**src/rtl/ascon_pkg.sv**
```systemverilog
// Shared Ascon definitions: widths, scheduler states, lane packing and the
// single-round permutation function used by asconp.
package ascon_pkg;

  localparam int ASCON_STATE_W    = 320;
  localparam int ASCON_LANE_W     = 64;
  localparam int ASCON_MAX_ROUNDS = 12;
  localparam int ASCON_NUM_ROUNDS = 12;
  localparam int ASCON_CTR_W      = 4;

  typedef logic [ASCON_LANE_W-1:0] lane_t;
  typedef lane_t [0:4] lanes_t;

  typedef enum logic [1:0] {
    IDLE = 2'd0,
    RUN  = 2'd1,
    DONE = 2'd2
  } sched_state_e;

  // Lane 0 (S0) occupies the most significant 64 bits.
  function automatic lanes_t unpack_state(input logic [ASCON_STATE_W-1:0] v);
    lanes_t l;
    for (int i = 0; i < 5; i++) l[i] = v[ASCON_STATE_W-1-ASCON_LANE_W*i -: ASCON_LANE_W];
    return l;
  endfunction

  function automatic logic [ASCON_STATE_W-1:0] pack_state(input lanes_t l);
    logic [ASCON_STATE_W-1:0] v;
    for (int i = 0; i < 5; i++) v[ASCON_STATE_W-1-ASCON_LANE_W*i -: ASCON_LANE_W] = l[i];
    return v;
  endfunction

  function automatic lane_t ror(input lane_t x, input int n);
    return (x >> n) | (x << (ASCON_LANE_W - n));
  endfunction

  function automatic lanes_t ascon_round(input lanes_t s, input logic [7:0] rc);
    lane_t x0, x1, x2, x3, x4, t0, t1, t2, t3, t4;
    lanes_t r;
    x0 = s[0]; x1 = s[1]; x2 = s[2] ^ {56'd0, rc}; x3 = s[3]; x4 = s[4];
    x0 = x0 ^ x4; x4 = x4 ^ x3; x2 = x2 ^ x1;
    t0 = ~x0 & x1; t1 = ~x1 & x2; t2 = ~x2 & x3; t3 = ~x3 & x4; t4 = ~x4 & x0;
    x0 = x0 ^ t1; x1 = x1 ^ t2; x2 = x2 ^ t3; x3 = x3 ^ t4; x4 = x4 ^ t0;
    x1 = x1 ^ x0; x0 = x0 ^ x4; x3 = x3 ^ x2; x2 = ~x2;
    r[0] = x0 ^ ror(x0, 19) ^ ror(x0, 28);
    r[1] = x1 ^ ror(x1, 61) ^ ror(x1, 39);
    r[2] = x2 ^ ror(x2, 1)  ^ ror(x2, 6);
    r[3] = x3 ^ ror(x3, 10) ^ ror(x3, 17);
    r[4] = x4 ^ ror(x4, 7)  ^ ror(x4, 41);
    return r;
  endfunction

endpackage

```
**src/rtl/asconp.sv**
```systemverilog
// One-round-per-cycle Ascon permutation core. The round counter is owned
// by the caller; the registers hold once the counter reaches NUM_ROUNDS.
module asconp
  import ascon_pkg::*;
#(
  parameter int NUM_ROUNDS = ASCON_NUM_ROUNDS
) (
  input  logic                     clk,
  input  logic                     rst_n,
  input  logic                     load_init_val_i,
  input  logic                     rounds_enable_i,
  input  logic [ASCON_CTR_W-1:0]   round_ctr_i,
  input  logic [ASCON_STATE_W-1:0] init_state_i,
  output logic [ASCON_STATE_W-1:0] state_o,
  output logic                     rounds_done_o
);

  // Reduced-round variants use the last NUM_ROUNDS constants of the schedule.
  localparam logic [ASCON_CTR_W-1:0] RC_OFS = ASCON_CTR_W'(ASCON_MAX_ROUNDS - NUM_ROUNDS);

  lanes_t                 s_q;
  logic [ASCON_CTR_W-1:0] rc_idx;
  logic [7:0]             rc;

  assign rc_idx        = round_ctr_i + RC_OFS;
  assign rc            = {4'hf - rc_idx, rc_idx};
  assign rounds_done_o = (round_ctr_i == ASCON_CTR_W'(NUM_ROUNDS));
  assign state_o       = pack_state(s_q);

  always_ff @(posedge clk or negedge rst_n) begin
    if (!rst_n) begin
      s_q <= '0;
    end else if (load_init_val_i) begin
      s_q <= unpack_state(init_state_i);
    end else if (rounds_enable_i && !rounds_done_o) begin
      s_q <= ascon_round(s_q, rc);
    end
  end

endmodule

```
**src/rtl/ascon_perm_sched.sv**
```systemverilog
// Round-robin scheduler sharing one asconp between two valid/ready clients;
// one request in flight, result returned to the granted client.
module ascon_perm_sched
  import ascon_pkg::*;
#(
  parameter int NUM_ROUNDS = ASCON_NUM_ROUNDS
) (
  input  logic                     clk,
  input  logic                     rst_n,
  input  logic                     req0_valid,
  output logic                     req0_ready,
  input  logic [ASCON_STATE_W-1:0] req0_state,
  input  logic                     req1_valid,
  output logic                     req1_ready,
  input  logic [ASCON_STATE_W-1:0] req1_state,
  output logic                     resp0_valid,
  input  logic                     resp0_ready,
  output logic                     resp1_valid,
  input  logic                     resp1_ready,
  output logic [ASCON_STATE_W-1:0] resp_state,
  output logic                     busy
);

  localparam logic [ASCON_CTR_W-1:0] LAST_RND = ASCON_CTR_W'(NUM_ROUNDS - 1);
  localparam logic [ASCON_CTR_W-1:0] END_CNT  = ASCON_CTR_W'(NUM_ROUNDS);

  sched_state_e           state_q, state_d;
  logic [ASCON_CTR_W-1:0] round_ctr_q, round_ctr_d;
  logic                   last_q, last_d;
  logic                   gnt1;
  logic                   load_init_val, rounds_enable, rounds_done;
  logic [ASCON_STATE_W-1:0] init_state;

  // last_q doubles as the grant of the request currently in flight.
  assign gnt1       = req1_valid & (~req0_valid | ~last_q);
  assign init_state = gnt1 ? req1_state : req0_state;
  assign busy       = (state_q != IDLE);

  always_comb begin
    state_d       = state_q;
    round_ctr_d   = round_ctr_q;
    last_d        = last_q;
    load_init_val = 1'b0;
    rounds_enable = 1'b0;
    req0_ready    = 1'b0;
    req1_ready    = 1'b0;
    resp0_valid   = 1'b0;
    resp1_valid   = 1'b0;
    case (state_q)
      IDLE: begin
        if (req0_valid || req1_valid) begin
          load_init_val = 1'b1;
          req0_ready    = ~gnt1;
          req1_ready    = gnt1;
          last_d        = gnt1;
          round_ctr_d   = '0;
          state_d       = RUN;
        end
      end
      RUN: begin
        rounds_enable = 1'b1;
        round_ctr_d   = round_ctr_q + 1'b1;
        if (round_ctr_q == LAST_RND) state_d = DONE;
      end
      DONE: begin
        resp0_valid = rounds_done & ~last_q;
        resp1_valid = rounds_done & last_q;
        if (last_q ? resp1_ready : resp0_ready) state_d = IDLE;
      end
      default: state_d = IDLE;
    endcase
  end

  always_ff @(posedge clk or negedge rst_n) begin
    if (!rst_n) begin
      state_q     <= IDLE;
      round_ctr_q <= END_CNT;
      last_q      <= 1'b1;
    end else begin
      state_q     <= state_d;
      round_ctr_q <= round_ctr_d;
      last_q      <= last_d;
    end
  end

  asconp #(.NUM_ROUNDS(NUM_ROUNDS)) u_asconp (
    .clk             (clk),
    .rst_n           (rst_n),
    .load_init_val_i (load_init_val),
    .rounds_enable_i (rounds_enable),
    .round_ctr_i     (round_ctr_q),
    .init_state_i    (init_state),
    .state_o         (resp_state),
    .rounds_done_o   (rounds_done)
  );

endmodule

```
**config.mk**
```make
export PLATFORM = sky130hd
export DESIGN_NAME = ascon_perm_sched
export DESIGN_NICKNAME = d
export VERILOG_FILES = /design/src/rtl/ascon_pkg.sv /design/src/rtl/asconp.sv /design/src/rtl/ascon_perm_sched.sv
export SDC_FILE = /design/constraint.sdc
export NUM_CORES = 2
export LEC_CHECK = 0
export ABC_AREA = 1
export ABC_CLOCK_PERIOD_IN_PS = 2700
export CAP_MARGIN = 20
export CELL_PAD_IN_SITES_DETAIL_PLACEMENT = 0
export CELL_PAD_IN_SITES_GLOBAL_PLACEMENT = 1
export CORE_AREA = 3 3 378 380
export DETAILED_ROUTE_END_ITERATION = 16
export DIE_AREA = 0 0 381 383
export PLACE_DENSITY = 0.81
export SLEW_MARGIN = 15
export SYNTH_ARGS = -nofsm -noshare
export SYNTH_HDL_FRONTEND = slang
export SYNTH_HIERARCHICAL = 1
export SYNTH_SLANG_ARGS = --single-unit
```
**constraint.sdc**
```tcl
create_clock -name clk -period 2.7 [get_ports clk]
set_input_delay 0.27 -clock clk [delete_from_list [all_inputs] [get_ports clk]]
set_output_delay 0.27 -clock clk [all_outputs]
set_load 0.02 [all_outputs]
```
==> impl_metrics.tcl <==
set metrics [dict create \
    layout_commonest_cell "nand2_1" \
    die_x_um 381 \
    numCtsBuffers 49 \
    clk_pin_slew_ns 0.06 \
    nets 9719 \
    syn2layout_area_growth_pct 51.8 \
    cp_cell_sequence "ha_1, inv_1, nand3_1, nand2_1, nand2_1, nand2_1, inv_1, nand2_1, nand2_1, nand2_1, nand3_1, nand2_1, buf_4, nand2_1" \
    hold_class "in2async" \
    antenna_found_initial 21 \
    synthSimpleGateAreaFrac_pct 52.6 \
    clockRootBuffer "clkbuf_16" \
    cts_tree "done" \
    max_freq_mhz 371 \
    synth_compound_area_share_pct 5.89 \
    drtIter0Drc 7444 \
    die_y_um 383 \
    post_synth.cell_area_avg_um2 5.48 \
    finalClockSkew_ns 0.0243 \
    multi_input_area_um2 28200 \
    hold_violations 0 \
    synth_top_family_by_area "simple AND/OR/NAND/NOR gates" \
    drive_above_1_share_pct 11.7 \
    synth_cell_types 35 \
    syn_inst 7237 \
    crit_type "reg2reg" \
    path_buf_inv 3 \
    synth_area_um2 39700 \
    synthMuxAreaShare_pct 0 \
    hpwlAfterDp_mm 283 \
    die-area_um2 146000 \
    synth_xor_area_share_pct 8.21 \
    cts.sinks 327 \
    synth_nets 8012 \
    critical_path.most_common_cell "nand2_1" \
    crit_family "simple AND/OR/NAND/NOR gates" \
    cp-start-kind "register" \
    drv_cap 0 \
    initial_core_util_pct 28.4 \
    firstDrtPassIters 7 \
    grt_pass1_vias 51400 \
    yosys_warnings 6 \
    cts_max_path_buffers 3 \
    layout_common_cells "nand2_1 (3,980), clkdlybuf4s50_1 (967), buf_4 (792), nand3_1 (681), inv_1 (530)" \
    drt-met1-wl_mm 130 \
    status "completed" \
    maxSlewHeadroom_pct 31.4 \
    wl_met2_mm 138 \
    crit_arrival_ns 3.24 \
    routabilityCongestion 1.08 \
    routed_wirelength_mm 324 \
    route.met3.wl_mm 29.9 \
    dr_total_vias 56600 \
    setup_viol 0 \
    synth_fa_ha_area_share_pct 4.07 \
    rsz0062_at_grt "false" \
    grt_max_degree 85 \
    rows 137 \
    ys_seq_elements 327 \
    grt_pass1_wl_mm 426 \
    htree_levels 2 \
    slowest_delay_ns 0.49 \
    critPathRequiredTime_ns 3.24 \
    fin_hold_ws_ns 0.0969 \
    io_buffers 970 \
    ios 971 \
    clk_latency_ns 0.67 \
    critPathCaptureType "register" \
    wire_per_inst_um 29.8 \
    core_area_um2 140000 \
    drc 0 \
    ys_seq_area_share_pct 20.6 \
    finalSetupTns_ns 0 \
    highest_layer "met5" \
    path_max_fanout 4 \
    ant_nets 0 \
    grt_overflow 0 \
    finalMaxSlewViolations 0 \
    period_share_pct 99.8 \
    seq_area_um2 8190 \
    timing_worst_slew_pin_value_ns 1.02 \
    fillers 15100 \
    slowest_stage "dfrtp_1" \
    vias_per_cell 5.20 \
    period_needed_ns 2.69 \
    track_usage_pct 42.5 \
]
synth_stat cells, drive strengths merged:
cell / number / share of area, %
a21boi: 47 / 0.97
a21oi: 64 / 0.81
buf: 145 / 2.6
clkbuf: 65 / 0.62
dfrtp: 324 / 20
dfstp: 3 / 0.20
dlygate4sd1: 1 / 0.022
ha: 129 / 4.1
inv: 557 / 5.3
nand2: 3988 / 38
nand3: 681 / 8.6
nand3b: 4 / 0.076
nand4: 96 / 1.5
nor2: 489 / 4.6
nor3: 3 / 0.038
o211ai: 64 / 1.2
o21ai: 183 / 2.3
o221ai: 1 / 0.022
o22ai: 34 / 0.54
o31ai: 1 / 0.032
or2: 1 / 0.016
xnor2: 129 / 3.2
xor2: 228 / 5.0
metrics by stage:
stage	worst slack, ns	area, µm²	util, %	instances
6_report	0.00634	60200	43.2	10900
5_1_grt	0.00210	60200	43.1	10900
4_1_cts	0.0323	60200	43.1	10900
3_5_place_dp	-0.250	58500	41.9	10800
3_3_place_gp	-0.255	58500	41.9	10800
2_1_floorplan	0.494	39700	-	7237
path summary, 6_finish.rpt:
kind	from	to	slack [ns]	depth (start not counted)
min reg2reg	last_q$_DFFE_PN1P_	last_q$_DFFE_PN1P_	0.53	2
min in group clk	resp0_ready	state_q[1]$_DFFE_PN0P_	0.31	4
min	rst_n	u_asconp/state_o[206]$_DFFE_PN0P_	0.1	2
max	u_asconp/state_o[185]$_DFFE_PN0P_	u_asconp/state_o[252]$_DFFE_PN0P_	0.006	14
max in group asynchronous	rst_n	u_asconp/state_o[119]$_DFFE_PN0P_	1.59	3
max reg2reg	u_asconp/state_o[185]$_DFFE_PN0P_	u_asconp/state_o[252]$_DFFE_PN0P_	0.006	14
cell families after synthesis:
| group | Yosys count |
|---|---|
| xor+xnor | 357 |
| compound gates | 394 |
| fa+ha+maj | 129 |
| flops | 327 |
| simple gates | 5262 |
| buf+inv | 768 |
routing by layer:
metal  vias up  global-route usage [%]
met4        18                    28.9
met5         -                       0
met3       588                    8.25
li1      26000                       -
met2      3193                    64.9
met1     26700                    54.2
registers in the layout (all words and copies together) (netlist names):
| name | cells |
|---|---|
| last_q | 1 |
| round_ctr_q | 4 |
| state_q | 2 |
| u_asconp/state_o | 320 |
worst reg2reg max path: stages (launching register included):
cell	delay, ns
dfrtp_1	0.49
ha_1	0.29
inv_1	0.08
nand3_1	0.07
nand2_1	0.13
nand2_1	0.07
nand2_1	0.46
inv_1	0.35
nand2_1	0.16
nand2_1	0.06
nand2_1	0.07
nand3_1	0.07
nand2_1	0.06
buf_4	0.14
nand2_1	0.08
cell type report:
class | count | area share (%)
multi-input cells | 6142 | 46.8
clock inverters | 22 | 0.438
flip-flops and latches | 327 | 13.6
clock buffers | 69 | 2.28
diodes | 14 | 0.0582
inverters | 557 | 3.51
repair buffers | 1867 | 29.5
well taps | 1876 | 3.90
timing repair:
action	in CTS	in global routing
setup endpoints to repair	4	8
hold buffers	1	0
endpoints found under the hold margin	255	0
pin swaps	0	1
setup buffers	0	0
resized for setup	14	10
Power is not shown: default switching activity piles up to over one toggle a cycle in this logic, so the estimate is an artifact.
